[src/rtl/round_robin_arbiter_if.sv]
// Request/grant bundle between requesters and the round-robin arbiter.
// The requester side drives req; the arbiter drives gnt, gnt_valid and state.
interface round_robin_arbiter_if #(
   parameter int unsigned N  = 4,
   parameter int unsigned PW = (N > 1) ? $clog2(N) : 1
);
   logic [N-1:0]  req;
   logic [N-1:0]  gnt;
   logic          gnt_valid;
   logic [PW-1:0] state;

   modport master (
      output req,
      input  gnt,
      input  gnt_valid,
      input  state
   );

   modport slave (
      input  req,
      output gnt,
      output gnt_valid,
      output state
   );
endinterface

[src/rtl/round_robin_arbiter.sv]
// N-way round-robin arbiter with a registered one-hot grant.
// The priority pointer moves to one past the last winner, so that winner has lowest priority next.
module round_robin_arbiter #(
   parameter int unsigned N  = 4,
   localparam int unsigned PW = (N > 1) ? $clog2(N) : 1
) (
   input  logic                 clk,
   input  logic                 rst_n,
   round_robin_arbiter_if.slave bus
);

   logic [N-1:0]  gnt_q, gnt_d;
   logic          valid_q, valid_d;
   logic [PW-1:0] ptr_q, ptr_d;

   int unsigned idx;

   // Search from the pointer upward with wrap; the first asserted request wins.
   always_comb begin
      gnt_d   = '0;
      valid_d = 1'b0;
      ptr_d   = ptr_q;
      idx     = 0;
      for (int unsigned k = 0; k < N; k++) begin
         idx = (int'(ptr_q) + k) % N;
         if (!valid_d && bus.req[idx]) begin
            valid_d    = 1'b1;
            gnt_d[idx] = 1'b1;
            ptr_d      = PW'((idx + 1) % N);
         end
      end
   end

   always_ff @(posedge clk or negedge rst_n) begin
      if (!rst_n) begin
         gnt_q   <= '0;
         valid_q <= 1'b0;
         ptr_q   <= '0;
      end else begin
         gnt_q   <= gnt_d;
         valid_q <= valid_d;
         ptr_q   <= ptr_d;
      end
   end

   assign bus.gnt       = gnt_q;
   assign bus.gnt_valid = valid_q;
   assign bus.state     = ptr_q;

endmodule

[src/flat_wrapper.sv]
// flat-port wrapper written by rule: the top's interface ports become plain ports
module round_robin_arbiter_flat 
#(
   parameter int unsigned N  = 4,
   localparam int unsigned PW = (N > 1) ? $clog2(N) : 1
)
  (clk, rst_n, bus_req, bus_gnt, bus_gnt_valid, bus_state);
  round_robin_arbiter_if #(.N(N)) bus_i ();
  input  logic clk;
  input  logic rst_n;
  input wire logic [$bits(bus_i.req)-1:0] bus_req;
  output wire logic [$bits(bus_i.gnt)-1:0] bus_gnt;
  output wire logic [$bits(bus_i.gnt_valid)-1:0] bus_gnt_valid;
  output wire logic [$bits(bus_i.state)-1:0] bus_state;
  assign bus_i.req = bus_req;
  assign bus_gnt = bus_i.gnt;
  assign bus_gnt_valid = bus_i.gnt_valid;
  assign bus_state = bus_i.state;
  round_robin_arbiter #(.N(N)) u_core (.clk(clk), .rst_n(rst_n), .bus(bus_i));
endmodule
[config.mk]
export PLATFORM = sky130hd
export DESIGN_NAME = round_robin_arbiter_flat
export DESIGN_NICKNAME = d
export VERILOG_FILES = /design/src/rtl/round_robin_arbiter_if.sv /design/src/rtl/round_robin_arbiter.sv /design/src/flat_wrapper.sv
export SDC_FILE = /design/constraint.sdc
export NUM_CORES = 1
export LEC_CHECK = 0
export BUFFER_PORTS_ARGS = -buffer_cell sky130_fd_sc_hd__buf_4
export CORE_AREA = 2 2 39 41
export CTS_CLUSTER_SIZE = 28
export DETAILED_ROUTE_END_ITERATION = 8
export DIE_AREA = 0 0 41 43
export PLACE_DENSITY = 0.7
export SLEW_MARGIN = 20
export SYNTH_ARGS = -nofsm -noshare
export SYNTH_HDL_FRONTEND = slang
export SYNTH_SLANG_ARGS = --single-unit
[constraint.sdc]
create_clock -name clk -period 2.83 [get_ports clk]
set_input_delay 0.4245 -clock clk [delete_from_list [all_inputs] [get_ports clk]]
set_output_delay 0.4245 -clock clk [all_outputs]
set_load 0.005 [all_outputs]
==> results.tsv, run 1 <==
stage	metric	value	unit
floorplanning	Cell Rows	14	
timing	part of the cycle the worst path needs	0.812	
timing	Slew headroom	0.715	
finish	footprint of the multi-input gates	383	um^2
timing	setup TNS	0	ns
worst_setup_path	r2r endpoint	u_core.bus.state[1]	
timing	Final Skew	0.00980	ns
drt	Initial DRC Count	4	
worst_setup_path	Max FO, Critical Path	10	
timing	RSZ-0062 raised after global routing	no	
finish	Post-layout nets	85	
power	Power Dens Cells	1250	nW/um^2
placement	Post-DP HPWL	900	um
drt	DRT antenna net count	0	
timing	count of final setup violators	0	
yosys	Netlist cell types	21	
finish	Seq. cell area	175	um^2
global_routing	vias in the first global route	476	
flow_run	max-cap viol count	0	
clock_network	CTS tree	yes	
worst_setup_path	Worst Path Buf+Inv	1	
finish	share of layout cells above drive strength 1	0.306	
clock_network	CTS H-tree depth	1	
placement	Place WS	0.538	ns
yosys	most frequent cells after synthesis	7 x dfrtp_1, 6 x ha_1, 5 x nand2_1, 5 x nor2b_1, 5 x o21ai_0	
clock_network	Worst-Skew Late Latency	0.26	ns
drt	DRC Markers	0	
power	cell leakage power	0.000318	uW
finish	fill count	121	
drt	Total Wirelength	1130	um
yosys	most common cell in the netlist	dfrtp_1	
yosys	Mapped Cells	56	
placement	RD Place Congestion	0.842	
timing	Hold Fails Final Rpt	0	
drt	routed vias/inst	5.65	
floorplanning	Core Area	1380	um^2
yosys	post-synthesis sequential area ratio	0.299	
global_routing	largest net degree at the start of global routing	15	
floorplanning	Initial Util	0.423	
power	Max IR drop VDD	0.509	mV
timing	Max Clock Freq	435	MHz
yosys	Syn Area/Cell	10.5	um^2
clock_network	CTS root buf	clkbuf_4	
worst_setup_path	reg-to-reg slack, setup	0.53	ns
worst_hold_path	Hold Crit Class	input pin to asynchronous set/reset pin	
worst_setup_path	CP Class	register to register	
worst_setup_path	Worst EP arrival	2.47	ns
outcome	run status	complete, no violations	
worst_setup_path	slowest cell on the critical path	mux4_2	
drt	WL/cell	12.8	um
global_routing	Total GRT Usage	0.175	
yosys	ys async rst share	1.00	
worst_setup_path	crit-path leading delay family	multiplexers	
worst_setup_path	Setup crit end kind	register	
drt	via count	497	
timing	setup ws final	0.533	ns
floorplanning	Die Height	43	um
timing	Slew Limit Fails	0	
clock_network	CTS buffer count	3	
yosys	ys flop type	dfrtp_1	
global_routing	grt total ovfl	0	
timing	fin crit period	2.30	ns
yosys	syn_nets	68	
global_routing	first-pass GRT wire length	2060	um
yosys	top cell type's share of synthesized area	0.299	
yosys	FF+latch count, synth	7	
worst_setup_path	CP startpoint kind	register	
finish	Area Growth Syn to Fin	24.1	%
timing	Slew @ Worst Pin	0.427	ns
clock_network	clock-pin slew on the worst setup and hold paths	0.06	ns
worst_setup_path	reg2reg start	u_core.bus.state[0]	
placement	IO buf count	12	
drt	Initial DRT Pass Iterations	6	
floorplanning	Die Span X	41	um
yosys	leading area contributor after synthesis	dfrtp_1	
yosys	Syn. warnings	0	
yosys	Mapped Area	586	um^2
finish	antenna cells	0	
clock_network	CTS Buffer Depth	2	
floorplanning	# IOs	13	
worst_setup_path	worst path required time	3.00	ns
clock_network	Setup Fix Bufs, Post-CTS	0	
yosys	top cells by area, synth	dfrtp_1 30%, mux4_2 15%, ha_1 13%	
clock_network	clk sinks	7	
worst_setup_path	CP max stage delay	0.64	ns
worst_setup_path	reg2reg path depth	6	
worst_setup_path	worst path cell trace	inv_1, ha_1, mux4_2, nor2_1, or4b_1, a31oi_1	
yosys	number of synthesized flops with an enable pin	0	
floorplanning	total die area	1760	um^2
global_routing	initial antenna violation count	0	
[cell usage in the layout, fill, tap and decap left out, drive strengths merged, types with 2 or more instances in the layout]
master | netlist | final
clkbuf | 1 | 4
inv | 2 | 2
mux4 | 4 | 4
nor2 | 4 | 4
a221oi | 4 | 4
nor4 | 2 | 2
ha | 6 | 6
o21ai | 5 | 5
dfrtp | 7 | 7
nor2b | 5 | 5
buf | 2 | 14
mux2i | 2 | 2
nand2 | 5 | 5
[area by class of cell]
class,instances,share of cell area
Tap cell,16,0.0275
Inverter,2,0.0103
Sequential cell,7,0.241
Clock buffer,4,0.0361
Multi-Input combinational cell,44,0.527
Timing Repair Buffer,15,0.158
[what timing repair did]
action | in CTS | in global routing
hold endpoints to repair | 7 | 0
hold buffers | 1 | 0
gates resized for setup | 0 | 0
[sequential cells by signal (all words and copies together), names as in the netlist]
register	cells
u_core.bus.gnt	4
u_core.bus.state	2
u_core.bus.gnt_valid	1
[worst reg2reg max path, cell delays in order, from the launching register on]
cell and delay, ns:
dfrtp_1 0.34, inv_1 0.08, ha_1 0.43, mux4_2 0.64, nor2_1 0.11, or4b_1 0.43
a31oi_1 0.17
[through the flow]
stage	std cells	instance area (um^2)	utilization	hold WS [ns]	power, uW
6_report	88	727	0.525	0.508	906
5_1_grt	88	727	0.525	0.522	1010
4_1_cts	88	727	0.525	0.509	914
3_5_place_dp	83	691	0.499	0.242	815
3_3_place_gp	83	691	0.499	0.241	807
2_1_floorplan	56	586	-	0.129	666
[how the worst max path moves through the flow]
stage / from / endpoint / slack, ns / cells after the start
floorplan: u_core.bus.state[0] / u_core.bus.state[1] / 0.38 / 8
global placement: u_core.bus.state[0] / u_core.bus.state[1] / 0.61 / 6
detailed placement: u_core.bus.state[0] / u_core.bus.state[1] / 0.54 / 6
CTS: u_core.bus.state[0] / u_core.bus.state[1] / 0.51 / 6
global route: u_core.bus.state[0] / u_core.bus.state[1] / 0.36 / 6
finish: u_core.bus.state[0] / u_core.bus.state[1] / 0.53 / 6
[routing by layer]
layer | track usage | part of all wire
met1 | 0.227 | 0.43
met2 | 0.250 | 0.47
met3 | 0.0471 | 0.078
met4 | 0.100 | 0.020
met5 | 0 | 0
[cells by family (layout without fill, tap and decap cells)]
| logic type | after synthesis | after routing | synth area share |
|---|---|---|---|
| muxes | 6 | 6 | 0.188 |
| and+or+nand+nor | 20 | 20 | 0.201 |
| adders and majority gates | 6 | 6 | 0.128 |
| buffers and inverters | 5 | 21 | 0.0470 |
| xor gates and xnor gates | 1 | 1 | 0.0150 |
| AOI/OAI and AO/OA | 11 | 11 | 0.122 |
| DFF | 7 | 7 | 0.299 |
[power by group]
group / switching [uW] / internal, uW
combinational: 327 / 318
sequential: 14.7 / 153
clock: 40.4 / 54.0
Note: power is estimated with default switching activity, not from simulation.
==> run 2: changes to the inputs <==
Settings changed: PLACE_DENSITY 0.7 to 0.72.
Clock period 2.83 ns to 2 ns, I/O delays scaled along.
==> results.tsv, run 2 (synthesis gave the netlist of run 1 again) <==
stage	metric	value	unit
outcome	run status	finished, violations left	
outcome	failing checks	negative setup slack	
worst_setup_path	slowest cell on the critical path	mux4_2	
placement	IO buf count	12	
global_routing	vias in the first global route	496	
floorplanning	total die area	1760	um^2
finish	share of layout cells above drive strength 1	0.425	
timing	Slew @ Worst Pin	0.294	ns
drt	routed vias/inst	5.39	
finish	most frequent cells in the layout	22 x buf_4, 7 x dfrtp_1, 5 x nor2b_1, 5 x nand2_1, 5 x ha_1	
global_routing	grt total ovfl	0	
global_routing	first-pass GRT wire length	2160	um
timing	Final Skew	0.000596	ns
timing	count of final setup violators	1	
timing	setup ws final	-0.0492	ns
timing	part of the cycle the worst path needs	1.02	
worst_setup_path	worst path required time	2.16	ns
clock_network	clk sinks	7	
floorplanning	Initial Util	0.423	
clock_network	CTS root buf	clkbuf_4	
timing	Hold Fails Final Rpt	0	
finish	Final Util	0.589	
timing	Slew Limit Fails	0	
drt	DRT antenna net count	0	
drt	via count	517	
worst_hold_path	Hold Crit Class	input pin to asynchronous set/reset pin	
timing	Slew headroom	0.804	
floorplanning	# IOs	13	
drt	Total Wirelength	1220	um
placement	RD Place Congestion	0.829	
clock_network	CTS buffer count	3	
global_routing	initial antenna violation count	0	
drt	WL/cell	12.7	um
global_routing	Total GRT Usage	0.179	
finish	final non-filler cell total	96	
finish	commonest non-fill, non-tap cell in the layout	buf_4	
worst_setup_path	CP max stage delay	0.54	ns
worst_setup_path	CP startpoint kind	register	
finish	Area Growth Syn to Fin	39.1	%
global_routing	largest net degree at the start of global routing	12	
drt	Initial DRT Pass Iterations	3	
worst_setup_path	Max FO, Critical Path	6	
flow_run	max-cap viol count	0	
finish	fill count	124	
global_routing	M1 GR Usage	0.218	
floorplanning	Cell Rows	14	
drt	Initial DRC Count	3	
clock_network	Worst-Skew Late Latency	0.24	ns
timing	Max Clock Freq	488	MHz
clock_network	CTS H-tree depth	1	
worst_setup_path	Worst EP arrival	2.21	ns
timing	fin crit period	2.05	ns
finish	antenna cells	0	
power	Pwr Total	1530	uW
clock_network	CTS Buffer Depth	2	
clock_network	CTS tree	yes	
drt	DRC Markers	0	
floorplanning	Die Height	43	um
clock_network	clock-pin slew on the worst setup and hold paths	0.05	ns
timing	Worst Hold Slack	0.401	ns
global_routing	met3 usage	0.0314	
worst_setup_path	Setup crit end kind	register	
global_routing	grt met2 use	0.278	
floorplanning	Die Span X	41	um
floorplanning	Core Area	1380	um^2
finish	Post-layout nets	93	
timing	RSZ-0062 raised after global routing	yes	
placement	Place WS	-0.0753	ns
power	Max IR drop VDD	0.820	mV
placement	Post-DP HPWL	976	um
worst_setup_path	worst path cell trace	inv_2, ha_4, mux4_2, nor2_1, or4b_1, a31oi_1	
placement	placed cell count	90	
global_routing	layer with the highest usage	met2	
worst_setup_path	CP Class	register to register	
power	Power Dens Cells	1880	nW/um^2
finish	Largest register FFs	4	
power	cell leakage power	0.000363	uW
-- run 2: layout make-up --
cell class | instances | area, um^2 | share of cell area
Tap cell | 16 | 20.0 | 0.0246
Clock buffer | 4 | 26.3 | 0.0323
Sequential cell | 7 | 175 | 0.215
Multi-Input combinational cell | 44 | 408 | 0.501
Inverter | 2 | 10.0 | 0.0123
Timing Repair Buffer | 23 | 175 | 0.215
-- run 2: report_power, final --
| group | switching (uW) | internal, uW |
|---|---|---|
| Sequential | 30.6 | 217 |
| Combinational | 541 | 618 |
| Clock | 46.2 | 75.7 |
| Total | 618 | 911 |
-- run 2: per-layer routing --
metal	wire length, um	vias up
li1	-	258
met1	491	241
met2	633	14
met3	67	4
met4	24	0
met5	0	-
-- run 2: final timing paths --
check / startpoint / endpoint / slack [ns] / cells past startpoint
max in group asynchronous: rst_n / u_core.bus.gnt[3] / 1.48 / 2
worst min register to register: u_core.bus.state[0] / u_core.bus.state[0] / 0.72 / 2
worst max register to register: u_core.bus.state[1] / u_core.bus.state[1] / -0.05 / 6
worst min-delay path: rst_n / u_core.bus.gnt[0] / 0.40 / 2
min in group clk: bus_req[0] / u_core.bus.gnt_valid / 0.57 / 3
worst max-delay path: u_core.bus.state[1] / u_core.bus.state[1] / -0.05 / 6
-- run 2: repair_timing --
| action | in CTS | in global routing |
|---|---|---|
| hold endpoints to repair | 7 | 0 |
| resized for setup | 2 | 1 |
| hold buffers | 1 | 0 |
| endpoints found under the setup margin | 2 | 5 |
| buffers inserted | 1 | 0 |
| pin swaps | 2 | 1 |
-- run 2: critical path: cells and delay by family, from the launching register on --
kind / cells / cell delay [ns]
flip-flops: 1 / 0.37
buffers and inverters: 1 / 0.06
AND/OR/NAND/NOR: 2 / 0.54
multiplexers: 1 / 0.54
adder cells (fa/ha/maj): 1 / 0.27
AO/OA/AOI/OAI: 1 / 0.18
-- run 2: stage by stage --
stage	area, um^2	setup TNS [ns]
floorplan	607	-1.05
global placement	758	-0.0101
detailed placement	758	-0.0839
CTS	806	-0.0670
global route	815	-0.584
finish	815	-0.0492
==> run 3: changes to the inputs <==
Settings changed: REMOVE_ABC_BUFFERS from default to 1.
==> results.tsv, run 3 (synthesis gave the netlist of run 1 again) <==
stage	metric	value	unit
outcome	run status	finished, violations left	
outcome	failing checks	negative setup slack	
drt	Post-Route M1 WL	554	um
worst_setup_path	slowest cell on the critical path	mux4_2	
timing	setup ws final	-0.0659	ns
floorplanning	Core Area	1380	um^2
timing	Slew headroom	0.814	
power	Max IR drop VDD	1.38	mV
worst_setup_path	r2r endpoint	u_core.bus.state[1]	
finish	fill count	111	
clock_network	CTS Buffer Depth	2	
finish	antenna cells	0	
drt	Total Wirelength	1420	um
power	sequential share of power	0.139	
clock_network	CTS buffer count	3	
floorplanning	Initial Util	0.423	
finish	footprint of the multi-input gates	438	um^2
timing	part of the cycle the worst path needs	1.03	
floorplanning	# IOs	13	
finish	share of layout cells above drive strength 1	0.529	
timing	Worst Hold Slack	0.390	ns
power	Internal Dissipation	1050	uW
clock_network	clock-pin slew on the worst setup and hold paths	0.05	ns
clock_network	CTS tree	yes	
timing	Max Clock Freq	484	MHz
timing	setup TNS	-0.0674	ns
finish	most frequent cells in the layout	29 x buf_4, 7 x dfrtp_1, 5 x nor2b_1, 5 x nand2_1	
finish	Largest register FFs	4	
flow_run	max-cap viol count	0	
placement	RD Place Congestion	0.888	
timing	Slew @ Worst Pin	0.276	ns
drt	routed vias/inst	5.54	
worst_setup_path	Worst EP arrival	2.25	ns
worst_setup_path	CP max stage delay	0.56	ns
global_routing	largest net degree at the start of global routing	11	
timing	RSZ-0062 raised after global routing	yes	
global_routing	initial antenna violation count	0	
global_routing	grt total ovfl	0	
worst_setup_path	Setup crit end kind	register	
drt	Initial DRT Pass Iterations	3	
clock_network	Worst-Skew Late Latency	0.26	ns
timing	Final Skew	0.00215	ns
drt	DRC Markers	0	
worst_setup_path	Max FO, Critical Path	10	
drt	Initial DRC Count	7	
finish	final non-filler cell total	103	
clock_network	CTS H-tree depth	1	
worst_setup_path	worst path required time	2.18	ns
worst_setup_path	reg-to-reg slack, setup	-0.07	ns
finish	Area Growth Syn to Fin	52.8	%
drt	via count	571	
timing	Slew Limit Fails	0	
drt	WL/cell	13.8	um
global_routing	first-pass GRT wire length	2360	um
worst_setup_path	crit-path leading delay family	multiplexers	
worst_setup_path	CP startpoint kind	register	
placement	placed cell count	89	
floorplanning	total die area	1760	um^2
floorplanning	Die Height	43	um
worst_hold_path	Hold Crit Class	input pin to asynchronous set/reset pin	
worst_setup_path	CP Class	register to register	
timing	Hold Fails Final Rpt	0	
placement	Post-DP HPWL	965	um
power	Combinational Power Share	0.787	
power	Power Dens Cells	1950	nW/um^2
power	switching part of the total	0.401	
floorplanning	Die Span X	41	um
drt	DRT antenna net count	0	
finish	commonest non-fill, non-tap cell in the layout	buf_4	
timing	count of final setup violators	2	
worst_setup_path	reg2reg path depth	5	
clock_network	CTS root buf	clkbuf_4	
drt	DR top layer	met4	
worst_setup_path	worst path cell trace	buf_4, mux4_2, buf_4, or4b_4, a31oi_4	
power	power share of the clock group	0.075	
worst_setup_path	reg2reg start	u_core.bus.state[0]	
power	cell leakage power	0.000399	uW
power	P_sw	700	uW
timing	fin crit period	2.07	ns
finish	Post-layout nets	100	
drt	metal3 WL	74	um
global_routing	Total GRT Usage	0.195	
worst_setup_path	most used cell, CP	buf_4	
worst_setup_path	number of cells on the critical path	5	
global_routing	vias in the first global route	531	
drt	met2 WL	751	um
worst_setup_path	Worst Path Buf+Inv	2	
floorplanning	Cell Rows	14	
clock_network	clk sinks	7	
finish	Seq. cell area	175	um^2
placement	IO buf count	12	
[run 3: final cells by class]
type / instances / area share
tap: 16 / 0.0224
sequential: 7 / 0.196
timing repair buffer: 30 / 0.255
multi-input combinational: 44 / 0.490
clock buffer: 4 / 0.0294
inverter: 2 / 0.00839
[run 3: metrics by stage]
step                      utilization  setup slack (ns)  cell area, um^2  power (uW)
after floorplan                     -            -0.501              566         888
after global placement          0.532          -0.00659              736        1240
after detailed placement        0.532           -0.0838              736        1270
after CTS                       0.605           -0.0473              837        1560
after global routing            0.646            -0.142              895        1910
final                           0.646           -0.0659              895        1750
[run 3: what timing repair did]
item                                   CTS  global route
setup endpoints to repair                1             5
hold buffers                             1             0
endpoints found under the hold margin    7             0
setup buffers                            7             2
gates resized for setup                  3            10
pin swaps                                3             2
cloned                                   0             0
[run 3: worst max path at each step]
stage | to | slack, ns | startpoint
after floorplan | u_core.bus.state[1] | -0.50 | u_core.bus.state[0]
after global placement | u_core.bus.state[1] | -0.007 | u_core.bus.state[0]
after detailed placement | u_core.bus.state[1] | -0.08 | u_core.bus.state[0]
after CTS | u_core.bus.state[1] | -0.05 | u_core.bus.state[1]
after global routing | u_core.bus.state[1] | -0.14 | u_core.bus.state[1]
final | u_core.bus.state[1] | -0.07 | u_core.bus.state[0]
[run 3: power groups by stage]
stage	combinational (uW)	clock (uW)	sequential (uW)
after floorplan	593	0	295
after global placement	998	0	239
after detailed placement	1030	0	240
after CTS	1180	136	242
after global routing	1510	145	253
final	1370	131	242
[run 3: metal layers]
metal	vias up	GRT usage
met5	-	0
met2	19	0.325
met4	0	0.0800
li1	271	-
met1	277	0.232
met3	4	0.0314
